===== src/rtl/irq_source_if.sv =====
// Bus-side port bundle of the irq_source peripheral: address, byte-enabled
// write data and combinational read data.
interface irq_source_if;
    logic [31:0] addr;
    logic [3:0]  byteen;
    logic [31:0] wdata;
    logic [31:0] rdata;

    modport master (output addr, output byteen, output wdata, input rdata);
    modport slave  (input addr, input byteen, input wdata, output rdata);
endinterface


===== src/rtl/irq_source.sv =====
// Memory-mapped interrupt source: raises irq on a one-shot PC match or on
// expiry of a programmable countdown, and holds it until a store to STAT.
module irq_source #(
    parameter logic [31:0] BASE         = 32'h0000_7f20,
    parameter logic [31:0] RESET_TARGET = 32'h0000_3018,
    parameter bit          ARM_ON_RESET = 1'b1
) (
    input  logic         clk,
    input  logic         reset,
    irq_source_if.slave  bus,
    input  logic [31:0]  pc,
    output logic         irq
);

    typedef enum logic [1:0] {
        OFF_STAT   = 2'd0,
        OFF_TARGET = 2'd1,
        OFF_PRESET = 2'd2,
        OFF_COUNT  = 2'd3
    } reg_off_t;

    // S_WAIT is the timer flag: COUNT has expired and is waiting for the ACK.
    typedef enum logic [1:0] {
        S_IDLE = 2'd0,
        S_RUN  = 2'd1,
        S_WAIT = 2'd2
    } state_t;

    state_t      state;
    logic [31:0] target;
    logic [31:0] preset;
    logic [31:0] count;
    logic        armed;
    logic        pending;

    logic        sel;
    reg_off_t    off;
    logic        ack;
    logic        target_wr;
    logic        preset_wr;
    logic        pc_hit;
    logic        timer_fire;
    logic [31:0] target_new;
    logic [31:0] preset_new;
    logic        unused_addr_lsb;

    function automatic logic [31:0] merge(input logic [31:0] old_val,
                                          input logic [31:0] data,
                                          input logic [3:0]  be);
        logic [31:0] res;
        for (int i = 0; i < 4; i++) begin
            res[i*8 +: 8] = be[i] ? data[i*8 +: 8] : old_val[i*8 +: 8];
        end
        return res;
    endfunction

    assign sel             = (bus.addr[31:4] == BASE[31:4]);
    assign off             = reg_off_t'(bus.addr[3:2]);
    assign unused_addr_lsb = ^bus.addr[1:0];

    assign ack       = sel && (bus.byteen != 4'b0) && (off == OFF_STAT);
    assign target_wr = sel && (bus.byteen != 4'b0) && (off == OFF_TARGET);
    assign preset_wr = sel && (bus.byteen != 4'b0) && (off == OFF_PRESET);

    assign target_new = merge(target, bus.wdata, bus.byteen) & ~32'h3;
    assign preset_new = merge(preset, bus.wdata, bus.byteen);

    assign pc_hit     = armed && ((pc & ~32'h3) == target);
    // A PRESET write in the last RUN cycle replaces COUNT, so no expiry then.
    assign timer_fire = (state == S_RUN) && !preset_wr && (count == 32'd1);

    // NOTE: all state below uses non-blocking assignments so every register
    // samples the pre-edge values of its neighbours, whatever the statement order.
    always_ff @(posedge clk) begin
        if (reset) begin
            state   <= S_IDLE;
            target  <= RESET_TARGET;
            armed   <= ARM_ON_RESET;
            preset  <= 32'd0;
            count   <= 32'd0;
            pending <= 1'b0;
        end else begin
            pending <= (pending && !ack) || pc_hit || timer_fire;

            if (target_wr) begin
                target <= target_new;
                armed  <= 1'b1;
            end else if (pc_hit) begin
                armed  <= 1'b0;
            end

            if (preset_wr) begin
                preset <= preset_new;
            end

            case (state)
                S_IDLE, S_RUN: begin
                    if (preset_wr) begin
                        count <= preset_new;
                        state <= (preset_new != 32'd0) ? S_RUN : S_IDLE;
                    end else if (state == S_RUN) begin
                        count <= count - 32'd1;
                        if (count == 32'd1) begin
                            state <= S_WAIT;
                        end
                    end
                end
                S_WAIT: begin
                    if (ack) begin
                        count <= preset;
                        state <= (preset != 32'd0) ? S_RUN : S_IDLE;
                    end else if (preset_wr) begin
                        count <= preset_new;
                    end
                end
                default: state <= S_IDLE;
            endcase
        end
    end

    assign irq = pending;

    always_comb begin
        bus.rdata = 32'd0;
        if (sel) begin
            case (off)
                OFF_STAT:   bus.rdata = {30'd0, pending, armed};
                OFF_TARGET: bus.rdata = target;
                OFF_PRESET: bus.rdata = preset;
                OFF_COUNT:  bus.rdata = count;
                default:    bus.rdata = 32'd0;
            endcase
        end
    end

endmodule


===== src/flat_wrapper.sv =====
// flat-port wrapper written by rule: the top's interface ports become plain ports
module irq_source_flat 
#(
    parameter logic [31:0] BASE         = 32'h0000_7f20,
    parameter logic [31:0] RESET_TARGET = 32'h0000_3018,
    parameter bit          ARM_ON_RESET = 1'b1
)
  (clk, reset, pc, irq, bus_addr, bus_byteen, bus_wdata, bus_rdata);
  irq_source_if bus_i ();
  input  logic clk;
  input  logic reset;
  input  logic [31:0] pc;
  output logic irq;
  input wire logic [$bits(bus_i.addr)-1:0] bus_addr;
  input wire logic [$bits(bus_i.byteen)-1:0] bus_byteen;
  input wire logic [$bits(bus_i.wdata)-1:0] bus_wdata;
  output wire logic [$bits(bus_i.rdata)-1:0] bus_rdata;
  assign bus_i.addr = bus_addr;
  assign bus_i.byteen = bus_byteen;
  assign bus_i.wdata = bus_wdata;
  assign bus_rdata = bus_i.rdata;
  irq_source #(.BASE(BASE), .RESET_TARGET(RESET_TARGET), .ARM_ON_RESET(ARM_ON_RESET)) u_core (.clk(clk), .reset(reset), .bus(bus_i), .pc(pc), .irq(irq));
endmodule

===== config.mk =====
export PLATFORM = sky130hd
export DESIGN_NAME = irq_source_flat
export DESIGN_NICKNAME = d
export VERILOG_FILES = /design/src/rtl/irq_source_if.sv /design/src/rtl/irq_source.sv /design/src/flat_wrapper.sv
export SDC_FILE = /design/constraint.sdc
export NUM_CORES = 1
export LEC_CHECK = 0
export ABC_AREA = 1
export CORE_MARGIN = 5
export CORE_UTILIZATION = 54
export CTS_BUF_LIST = sky130_fd_sc_hd__clkbuf_4
export DETAILED_ROUTE_END_ITERATION = 16
export PLACE_DENSITY_LB_ADDON = 0.08
export SYNTH_ARGS = -nofsm -noshare
export SYNTH_HDL_FRONTEND = slang
export SYNTH_SLANG_ARGS = --single-unit

===== constraint.sdc =====
create_clock -name clk -period 2.3 [get_ports clk]
set_input_delay 0.23 -clock clk [delete_from_list [all_inputs] [get_ports clk]]
set_output_delay 0.23 -clock clk [all_outputs]
set_load 0.005 [all_outputs]

==> impl_metrics.toml <==
[outcome]
status = "completed"

[sta]
timing.fmax_ghz = 0.4668
hold_slack_ps = 304.5
rsz0062_at_grt = "no"
setup_viol = 0
finalMaxSlewViolations = 0
period_needed_ps = 2142
hold_violations = 0
worst_clock_skew_ps = 18.67
slew_headroom = 0.5818
finalCritPeriodShare = 0.9314
worstMarginPinSlew_ps = 627.3

[logic_synthesis]
synth_edf_count = 0
synth_cell_type_count = 31
synth_area_leader_cell = "dfxtp_1"
synth_top_area_share = 0.2514
ys_dominant_reg_cell = "dfxtp_1"
async_flop_share = 0
synth_seq_cells = 98
yosys_warnings = 0
synthTopCellsByArea = "dfxtp_1 25%, nand2_1 24%, nor2_1 11%"
synth_nets = 1525
syn_area_per_cell_um2 = 5.491
synth_area_um2 = 7802
synth-seq-area-share = 0.2514
netlist_instances = 1421

[placement]
dpl-instance-area_um2 = 9802
dp_cells = 1752
gp_congestion = 0.9668
portBuffers = 130
dp_hpwl_um = 22550

[pwr]
cellPowerDensity_nw_per_um2 = 316.0
leakagePower_nw = 5.022
vdd_drop_max_v = 0.0003430
p_total_mw = 3.130

[cts]
cts-htree-levels = 3
cts-root-buf = "clkbuf_4"
cts_buffers = 9
clock-sinks = 98
clock_path_buffers = 2
cts_tree = "built"
postCtsHoldBufs = 0
clkSlewWorstSetupHoldPaths_ps = 160
clock_latency_ps = 500
post_cts_buffers = 0

[cells_and_area]
multi_input_area_um2 = 4896
area_delta_synth_final_pct = 26.92
fillers = 1357
nets = 1683
final_cells = 1769
regArea_um2 = 1962
final_common_cell = "nand2_1"
fin_area_um2 = 9903
final_cell_mix = "489 x nand2_1, 216 x nor2_1, 170 x inv_1"
drive_above_1_share = 0.08333

[grt]
grt_pass1_wl_um = 44640
grt_start_max_net_pins = 51
grt_pass1_vias = 8577
antenna_found_initial = 1
grtUsageTotal = 0.3373
grt-ovfl-total = 0

[floorplanning]
die_h_um = 130.2
die_area_um2 = 16950
row_count = 44
pin_count = 135
die-width_um = 130.2
start_util = 0.5430
coreArea_um2 = 14370

[drt]
drtPass1Iterations = 6
vias = 9596
drt_iter0_markers = 1041
ant_nets = 0
drc_errors = 0
wl_um = 28660
viasPerCell = 5.425
wire_per_inst_um = 16.20

[worst_setup_path]
worstPathMaxFanout = 21
crit_chain = "clkdlybuf4s50_1 -> inv_1 -> nor2_1 -> nand2_1 -> nor2_1 -> nand2_1 -> nor2_4 -> inv_2 -> buf_12 -> a31oi_2 -> dlygate4sd2_1"
reg2reg_slack_ps = 170
crit_type = "input port to output pin"
critPathMaxStageDelay_ps = 470
endpoint = "bus_rdata[2]"
ff2ff_path_depth = 11
timing.rr.start = "u_core.count[0]$_SDFFE_PP0P_"
required_ps = 2070
worstSetupStartpointType = "input port"
cp_slowest_cell = "clkdlybuf4s50_1"
r2r_end = "u_core.count[26]$_SDFFE_PP0P_"
critPathArrivalTime_ps = 1910
cp-end-kind = "output pin"
worstSetupStartpoint = "bus_addr[14]"

[flow_run]
maxCapViolCount = 0

[hold_path]
hold_path.class = "input port to flip-flop"
[through the flow]
stage          setup TNS (ps)    util  worst slack (ps)
6_report                    0  0.6892             157.8
5_1_grt                     0  0.6892             47.93
4_1_cts                     0  0.6885             26.03
3_5_place_dp            -2206  0.6822            -211.3
3_3_place_gp            -1848  0.6822            -231.1
2_1_floorplan               0       -             587.6
[cell usage after synthesis, types with 8 or more instances]
master and n:
a21oi_1 80, a31oi_1 18, buf_2 13, clkbuf_1 50
dfxtp_1 98, inv_1 171, nand2_1 489, nand3_1 67
nand4_1 74, nor2_1 219, o21ai_0 48, o22ai_1 14
or2_2 9, xnor2_1 8, xor2_1 25
[registers in the layout, summed over array words and instances (netlist names)]
signal / cells
u_core.count: 32
u_core.armed: 1
u_core.irq: 1
u_core.target: 30
u_core.preset: 32
u_core.state: 2
[power breakdown]
group / total [mW] / internal (mW) / switching, mW
clock network: 0.899 / 0.235 / 0.664
registers: 1.70 / 1.70 / 0.00000000304
logic: 0.532 / 0.264 / 0.268
total: 3.13 / 2.20 / 0.932
[layer usage]
metal | vias up | routed length (um) | track usage
li1 | 4807 | - | -
met1 | 4217 | 12780 | 0.4911
met2 | 529 | 11830 | 0.4822
met3 | 43 | 3453 | 0.09824
met4 | 0 | 596 | 0.09474
met5 | - | 0 | 0
[critical path: cells and delay by family]
kind	cells	cell delay, ps
compound gates	1	190
buf+inv	5	1010
simple gates	5	460
[worst min path at each step]
stage,slack (ps),from,cells after the start,end
5_1_grt,320,reset,3,u_core.target[23]$_SDFFE_PP0P_
2_1_floorplan,390,bus_wdata[2],2,u_core.target[2]$_SDFFE_PP0P_
6_report,300,reset,4,u_core.armed$_SDFFE_PP1P_
3_5_place_dp,470,u_core.preset[22]$_SDFFE_PP0P_,2,u_core.preset[22]$_SDFFE_PP0P_
3_3_place_gp,460,u_core.preset[16]$_SDFFE_PP0P_,2,u_core.preset[16]$_SDFFE_PP0P_
4_1_cts,310,reset,3,u_core.target[20]$_SDFFE_PP0P_
[what timing repair did]
| item | 4_1_cts | 5_1_grt |
|---|---|---|
| endpoints found under the setup margin | 32 | 3 |
| pin swaps | 1 | 1 |
| hold endpoints to repair | 0 | 0 |
| resized for setup | 33 | 3 |
[cells by family after synthesis]
logic type | Yosys count | share of synthesized area
compound gates | 166 | 0.1150
xor+xnor | 33 | 0.03704
fa+ha+maj | 2 | 0.003207
buf+inv | 246 | 0.1243
flops | 98 | 0.2514
simple gates | 876 | 0.4690
[final cells by class]
cell class | count | share of cell area
Timing Repair Buffer | 218 | 0.2059
Multi-Input combinational cell | 1077 | 0.4944
Clock inverter | 6 | 0.004169
Antenna cell | 1 | 0.0002527
Inverter | 175 | 0.06633
Tap cell | 184 | 0.02325
Clock buffer | 10 | 0.007581
Sequential cell | 98 | 0.1981
No activity file was read; power rests on OpenSTA's default activity.
